$ cat config.mk
export PLATFORM = sky130hd
export DESIGN_NAME = counter_cmd_seq
export DESIGN_NICKNAME = d
export VERILOG_FILES = /design/src/rtl/counter_cmd_seq.sv
export SDC_FILE = /design/constraint.sdc
export NUM_CORES = 1
export LEC_CHECK = 0
export ABC_AREA = 1
export CAP_MARGIN = 20
export CORE_UTILIZATION = 35
export CTS_CLUSTER_DIAMETER = 40
export DETAILED_ROUTE_END_ITERATION = 7
export PLACE_DENSITY_LB_ADDON = 0.1
export SLEW_MARGIN = 20
export SYNTH_ARGS = -nofsm -noshare
export SYNTH_HDL_FRONTEND = slang
export SYNTH_SLANG_ARGS = --single-unit
$ cat constraint.sdc
create_clock -name clk -period 2.1 [get_ports clk]
set_input_delay 0.42 -clock clk [delete_from_list [all_inputs] [get_ports clk]]
set_output_delay 0.42 -clock clk [all_outputs]
set_load 0.01 [all_outputs]
$ cat src/rtl/counter_cmd_seq.sv
// Command-driven initiator for an up/down/preload counter, with a shadow model that checks the returned count.
// Optional build macro CTR_SEQ_RESYNC_EN: on a check mismatch, the shadow model resyncs to the observed count.
module counter_cmd_seq #(
  parameter int WIDTH  = 8,
  parameter int STEP_W = 8,
  localparam int ARG_W = (WIDTH > STEP_W) ? WIDTH : STEP_W
) (
  input  logic             clk,
  input  logic             resetn,
  input  logic             cmd_valid,
  output logic             cmd_ready,
  input  logic [1:0]       cmd_op,
  input  logic [ARG_W-1:0] cmd_arg,
  output logic             ctr_enable,
  output logic             ctr_up_down,
  output logic             ctr_preload,
  output logic [WIDTH-1:0] ctr_data,
  input  logic [WIDTH-1:0] ctr_count,
  output logic             busy,
  output logic             done,
  output logic [WIDTH-1:0] expected,
  output logic             mismatch,
  input  logic             err_clr
);

  typedef enum logic [1:0] {ST_IDLE, ST_LOAD, ST_STEP, ST_CHECK} state_e;

  localparam logic [1:0] OP_LOAD = 2'b01;
  localparam logic [1:0] OP_UP   = 2'b10;
  localparam logic [1:0] OP_DOWN = 2'b11;

  state_e             state_q;
  logic               up_q;
  logic [STEP_W-1:0]  remaining_q;
  logic [WIDTH-1:0]   data_q;
  logic [WIDTH-1:0]   expected_q;
  logic [WIDTH-1:0]   expected_d;
  logic               mismatch_q;
  logic               done_q;
  logic               accept;
  logic               check_fail;
  logic [STEP_W-1:0]  step_arg;

  function automatic logic [WIDTH-1:0] step_count(input logic [WIDTH-1:0] v, input logic up);
    return up ? v + WIDTH'(1) : v - WIDTH'(1);
  endfunction

  assign accept     = cmd_valid && (state_q == ST_IDLE);
  assign check_fail = (state_q == ST_CHECK) && (ctr_count != expected_q);
  assign step_arg   = cmd_arg[STEP_W-1:0];

  always_comb begin
    expected_d = expected_q;
    case (state_q)
      ST_LOAD:  expected_d = data_q;
      ST_STEP:  expected_d = step_count(expected_q, up_q);
`ifdef CTR_SEQ_RESYNC_EN
      ST_CHECK: if (check_fail) expected_d = ctr_count;
`endif
      default:  expected_d = expected_q;
    endcase
  end

  // Load value is only observed while in ST_LOAD, so it needs no reset.
  always_ff @(posedge clk) begin
    if (accept) data_q <= cmd_arg[WIDTH-1:0];
  end

  always_ff @(posedge clk or negedge resetn) begin
    if (!resetn) begin
      state_q     <= ST_IDLE;
      up_q        <= 1'b0;
      remaining_q <= '0;
      expected_q  <= '0;
      mismatch_q  <= 1'b0;
      done_q      <= 1'b0;
    end else begin
      done_q     <= 1'b0;
      expected_q <= expected_d;
      if (check_fail)   mismatch_q <= 1'b1;
      else if (err_clr) mismatch_q <= 1'b0;
      case (state_q)
        ST_IDLE: begin
          if (accept) begin
            up_q <= (cmd_op == OP_UP);
            if (cmd_op == OP_LOAD) begin
              state_q <= ST_LOAD;
            end else if ((cmd_op == OP_UP || cmd_op == OP_DOWN) && step_arg != '0) begin
              state_q     <= ST_STEP;
              remaining_q <= step_arg;
            end else begin
              state_q <= ST_CHECK;
            end
          end
        end
        ST_LOAD: state_q <= ST_CHECK;
        ST_STEP: begin
          remaining_q <= remaining_q - STEP_W'(1);
          if (remaining_q == STEP_W'(1)) state_q <= ST_CHECK;
        end
        ST_CHECK: begin
          state_q <= ST_IDLE;
          done_q  <= 1'b1;
        end
        default: state_q <= ST_IDLE;
      endcase
    end
  end

  // Counter controls decode from state alone, so an async reset silences them at once.
  assign ctr_preload = (state_q == ST_LOAD);
  assign ctr_enable  = (state_q == ST_STEP);
  assign ctr_up_down = (state_q == ST_STEP) && up_q;
  assign ctr_data    = (state_q == ST_LOAD) ? data_q : '0;
  assign cmd_ready   = (state_q == ST_IDLE);
  assign busy        = (state_q != ST_IDLE);
  assign done        = done_q;
  assign expected    = expected_q;
  assign mismatch    = mismatch_q;

endmodule

==> impl_results.md <==
- Die ar.: 5940 um^2
- Leak: 1.38 nW
- Logic pwr share: a little under two thirds
- Peak supply drop: between 0.6 and 0.7 mV
- Total grt overflow: 0
- Setup TNS: 0 ns
- Nets: 362
- Cells after Synth: between 200 and 300
- Count of unique library cells instantiated by Yosys: 23
- Max-cap viol count: 0
- Worst path arrival time: ~1.6 ns
- Clock sink count: 29
- Crit share post-route: between 90 and 100%
- # fillers: approximately 560
- R2r worst-path depth: 10
- Reg2reg end: expected[6]
- Layout cells sized above 1: just over 8%
- RSZ-0062 raised after global routing: false
- CP Capture Type: output port
- Commonest non-fill, non-tap cells in the layout: nand2_1 (86), inv_1 (41), clkdlybuf4s50_1 (33)
- Root Driver: clkbuf_8
- Post-DR vias/cell: roughly 4.6
- Total net switching power: 1.97 mW
- Initial Util: 37.4%
- Routed len/inst: 12.1 um
- Pre-Repair DR Iteration Count: 4
- PwrDens: approximately 1600 nW/um^2
- CTS tree: yes
- Worst-path fanout max: 4
- Inserted Clock Buffers: 5
- Worst setup margin: between 0.1 and 0.15 ns
- Status: completed
- Detailed-route DRC error count: 0
- Hold Path Class: in -> async
- Yosys Warn Count: 0
- Final min period: 1.98 ns
- Core box area: roughly 5300 um^2
- Mean Syn Cell Area: 7.20 um^2
- RePlAce Congestion: about 0.86
- Reg2Reg Setup Slack: 0.36 ns
- Synth Net Count: between 300 and 400
- Hold Fails Final Rpt: 0
- H-tree Lvls: 2
- Cell area after synthesis: 1970 um^2
- First-pass GRT wire length: between 8000 and 9000 um
- Site Rows: 26
- Seq pwr share: around 26%
- Setup WS pre-CTS: around 0.22 ns
- GRT Util Overall: 18.1%
- Area delta synth->final: 32.8%
- Iter 0 DRT Violations: slightly below 100
- Top-area cell type share of the netlist area: a little over a quarter
- Pins Over Slew Limit: 0
- Sw frac: between 40 and 50%
- Vias in the first global route: roughly 1800
- Internal Power: ~2.2 mW
- Clock-pin slew on the worst setup and hold paths: 0.06 ns
- CTS Buffer Depth: 2
- WP data required: around 1.7 ns
- Number of hold buffers added after cts: 0
- Power share of the clock group: between 10% and 20%
- Rel. slew slack: about three quarters
- Ant diodes: 0
- Sequential-to-total area share from yosys stat: between 30 and 40%
- WS Path Type: reg -> out
- Slew @ Worst Pin: 0.391 ns
- Final Routed Wirelength: just under 5000 um
- Final ANT Viol Nets: 0
- Commonest non-fill, non-tap cell in the layout: nand2_1
- Worst R2R Start: up_q
- Final setup viols: 0
- Startpoint Class: flop
- Io pins: 45
- Die W: 77.1 um
- DR vias: 1831
- Initial antenna violation count: 0
- Final core occ: between 40% and 50%
- I/O Buffers: 44
- Fmax: just over 0.5 GHz
- Largest net degree at the start of global routing: 25
- Later-pin clock latency in the skew report: ~0.28 ns
- Clock Skew: 0.00311 ns
- Post-DP HPWL: 3590 um
- Die Span Y: slightly below 80 um
- Synth Register Bits: 29
- Yosys top cell by area: dfrtp_1
- Synth area leaders: dfrtp_1 (27%), nand2_1 (16%), edfxtp_1 (12%), inv_1 (7.8%), ha_1 (7.6%)
## through the flow
step / cells / total power [mW] / instance area, um^2 / hold WS (ns)
2_1_floorplan: 274 / 2.88 / 1970 / 0.124
5_1_grt: 398 / 4.70 / 2620 / 0.502
6_report: 398 / 4.19 / 2620 / 0.483
4_1_cts: 396 / 4.21 / 2590 / 0.486
3_3_place_gp: 388 / 3.74 / 2520 / 0.498
3_5_place_dp: 388 / 3.77 / 2520 / 0.495
## power groups by stage
stage | Sequential [mW] | Clock (mW) | Combinational [mW]
2_1_floorplan | 1.07 | 0 | 1.81
3_3_place_gp | 1.08 | 0 | 2.66
3_5_place_dp | 1.08 | 0 | 2.69
4_1_cts | 1.07 | 0.464 | 2.67
5_1_grt | 1.11 | 0.488 | 3.10
6_report | 1.07 | 0.446 | 2.68
## flip-flops by register name, indices dropped and copies added, names as in the netlist
| name | flops |
|---|---|
| data_q | 8 |
| expected | 8 |
| remaining_q | 8 |
| state_q | 2 |
| done | 1 |
| mismatch | 1 |
| up_q | 1 |
## metal layers
layer,track usage [%],wire length [um],vias up
li1,-,-,970
met1,22.2,2240,822
met2,31.5,2350,33
met3,3.93,180,6
met4,5.66,69,0
met5,0,0,-
## cell families after synthesis
logic type,after synthesis,share of synthesized area (%)
compound gates,35,9.07
xor+xnor,8,3.55
fa+ha+maj,13,8.62
buf+inv,49,10.3
flops,29,38.8
simple gates,140,29.7
## cell usage after synthesis (all sizes together)
library cell / number
buf: 5
o22ai: 3
xor2: 4
a21oi: 11
o21ai: 21
xnor2: 4
dfrtp: 21
fa: 1
or2: 5
ha: 12
nor2: 21
nand2: 88
nand4: 2
inv: 42
edfxtp: 8
clkbuf: 2
nand3b: 1
nand3: 23
## worst max-delay path by stage
stage | startpoint | end | slack (ns) | depth (start not counted)
after floorplan | state_q[0] | ctr_up_down | 0.56 | 6
after global placement | state_q[1] | ctr_data[7] | 0.28 | 6
after detailed placement | state_q[1] | ctr_data[0] | 0.22 | 6
after CTS | state_q[1] | ctr_preload | 0.02 | 4
after global routing | state_q[0] | cmd_ready | 0.05 | 3
final | state_q[0] | cmd_ready | 0.12 | 3
## critical path, cell delays in order (launching register included)
cell             delay (ns)
dfrtp_1                0.42
inv_1                  0.10
ha_1                   0.20
clkdlybuf4s50_1        0.55
## area by class of cell
type	instances	area, um^2	share of cell area, %
clock inverter	3	12.5	0.478
sequential	29	766	29.2
clock buffer	5	68.8	2.63
inverter	42	158	6.02
multi-input combinational	196	1010	38.5
timing repair buffer	53	518	19.8
tap	70	87.6	3.34
## timing repair
action / in CTS / in global routing
gates resized for setup: 9 / 4
endpoints found under the setup margin: 8 / 3
setup buffers: 0 / 2
Power figures use the tool's default switching activity.
==> RTL change (same settings) <==
Build with the macro `CTR_SEQ_RESYNC_EN` defined.
--- a/src/rtl/counter_cmd_seq.sv
+++ b/src/rtl/counter_cmd_seq.sv
@@ -2,2 +2,4 @@
 // Optional build macro CTR_SEQ_RESYNC_EN: on a check mismatch, the shadow model resyncs to the observed count.
+`define CTR_SEQ_RESYNC_EN
+
 module counter_cmd_seq #(
Check against the original RTL: not equivalent (a bounded check fails within 4 cycles, from zero or initial values and one cycle with resetn low).
==> RTL change against the original RTL <==
Non-clock buffer count increased by 1. Design area increased by 2.6%. Core utilization decreased by 0.89 points. Sequential cell count unchanged. Critical path type unchanged. Combinational power increased by 8.6%. Clock skew increased by 0.0024 ns. Routed wire length increased by 6.7%. Setup slack got worse by 0.075 ns. Area after synthesis increased by 1.7%. Power increased by 4.2%. Critical endpoint is now ctr_data[2]. Count of clock-buffer cells in the layout increased by 1.
==> RTL change: results (changes against the original RTL) <==
DP Area: 0.00257 mm² (+1.9%)
Adder-Cell Fraction of Synth Area: 8.48% (-0.15 points)
First DRT Iteration DRCs: 79 (-19%)
Post-layout power: 0.00437 W (+4.2%)
Fin crit share: 97.9% (+3.6 points)
Drt wl/cell: 12.7 µm (+4.9%)
Vias in the first global route: 1894 (+4.2%)
CP peak stage delay: 0.53 ns (-0.02 ns)
Post-synth cell types: 28 (+22%)
Syn Area/Cell: 7.25 µm² (+0.61%)
Met1 wire length: 2300 µm (+2.8%)
Worst slack at placement: 0.101 ns (-0.123 ns)
Clk pwr: 0.000433 W (-3%)
Vias: 1975 (+7.9%)
Clk_skew: 0.00554 ns (+0.00243 ns)
Seq/Total Area, Yosys: 38.2% (-0.65 points)
GPL Wtd Cong: 0.833 (-2.9%)
LEAKAGE: 1.32 nW (-3.8%)
Routed wl met2: 2600 µm (+11%)
Number of synthesized flops with an enable pin: 8 (unchanged)
Max Fanout on Critical Path: 9 (+5)
Net Sw Frac: 47.8% (+0.90 points)
DP HPWL: 4020 µm (+12%)
Final #Nets: 368 (+1.7%)
Drt via density: 4.88 (+6.0%)
Synth top area cells: dfrtp_1 (26%), nand2_1 (17%), edfxtp_1 (12%), ha_1 (7.5%), inv_1 (7.5%)
Worst Path Arrival: 1.63 ns (+0.07 ns)
Total track usage: 18.4% (+0.26 points)
Global-route wire length before repair: 8540 µm (+1.6%)
Status: completed
Layout cell share with drive strength beyond 1: 9.01% (+0.78 points)
RTL change: cell count changes in the layout (fill, tap and decap cells not counted), moves of 4 or more:
cell / delta
clkdlybuf4s50_1: +11
dlygate4sd2_1: -8
o21ai_1: -6
a22oi_1: +5
or2_2: -5
inv_2: +4
nand2_1: +4
o21ai_0: +4
RTL change: final timing paths:
path,from,end,slack (ns),depth (start not counted)
max,state_q[0]$_DFFE_PN0P_,ctr_data[2],0.05,5
min,resetn,remaining_q[0]$_DFFE_PN0P_,0.50,2
max reg2reg,up_q$_DFFE_PN0P_,expected[7]$_DFFE_PN0P_,0.24,10
min reg2reg,remaining_q[5]$_DFFE_PN0P_,remaining_q[5]$_DFFE_PN0P_,0.50,2
max in group asynchronous,resetn,remaining_q[7]$_DFFE_PN0P_,1.36,2
min in group clk,remaining_q[5]$_DFFE_PN0P_,remaining_q[5]$_DFFE_PN0P_,0.50,2
RTL change: routing by layer:
metal	GRT usage [%]	up-vias
met4	7.17	0
li1	-	1001
met5	0	-
met1	22.0	924
met3	3.88	6
met2	31.9	44
RTL change: layout make-up:
type                            count  area (µm²)
Inverter                           43         161
Clock inverter                      1        3.75
Timing Repair Buffer               54         515
Tap cell                           72        90.1
Fill cell                         561        2820
Sequential cell                    29         766
Multi-Input combinational cell    200        1080
Clock buffer                        6        72.6
RTL change: timing repair:
item                                   CTS  global route
buffers inserted                         1             1
hold buffers                             0             0
gates resized for setup                  5             2
endpoints found under the hold margin    0             0
setup endpoints to repair               11            10
RTL change: worst max-delay path: cells and delay by family (launching register included):
family | cells | cell delay, ns
flops | 1 | 0.37
buf+inv | 3 | 0.72
simple gates | 1 | 0.07
fa+ha+maj | 1 | 0.19
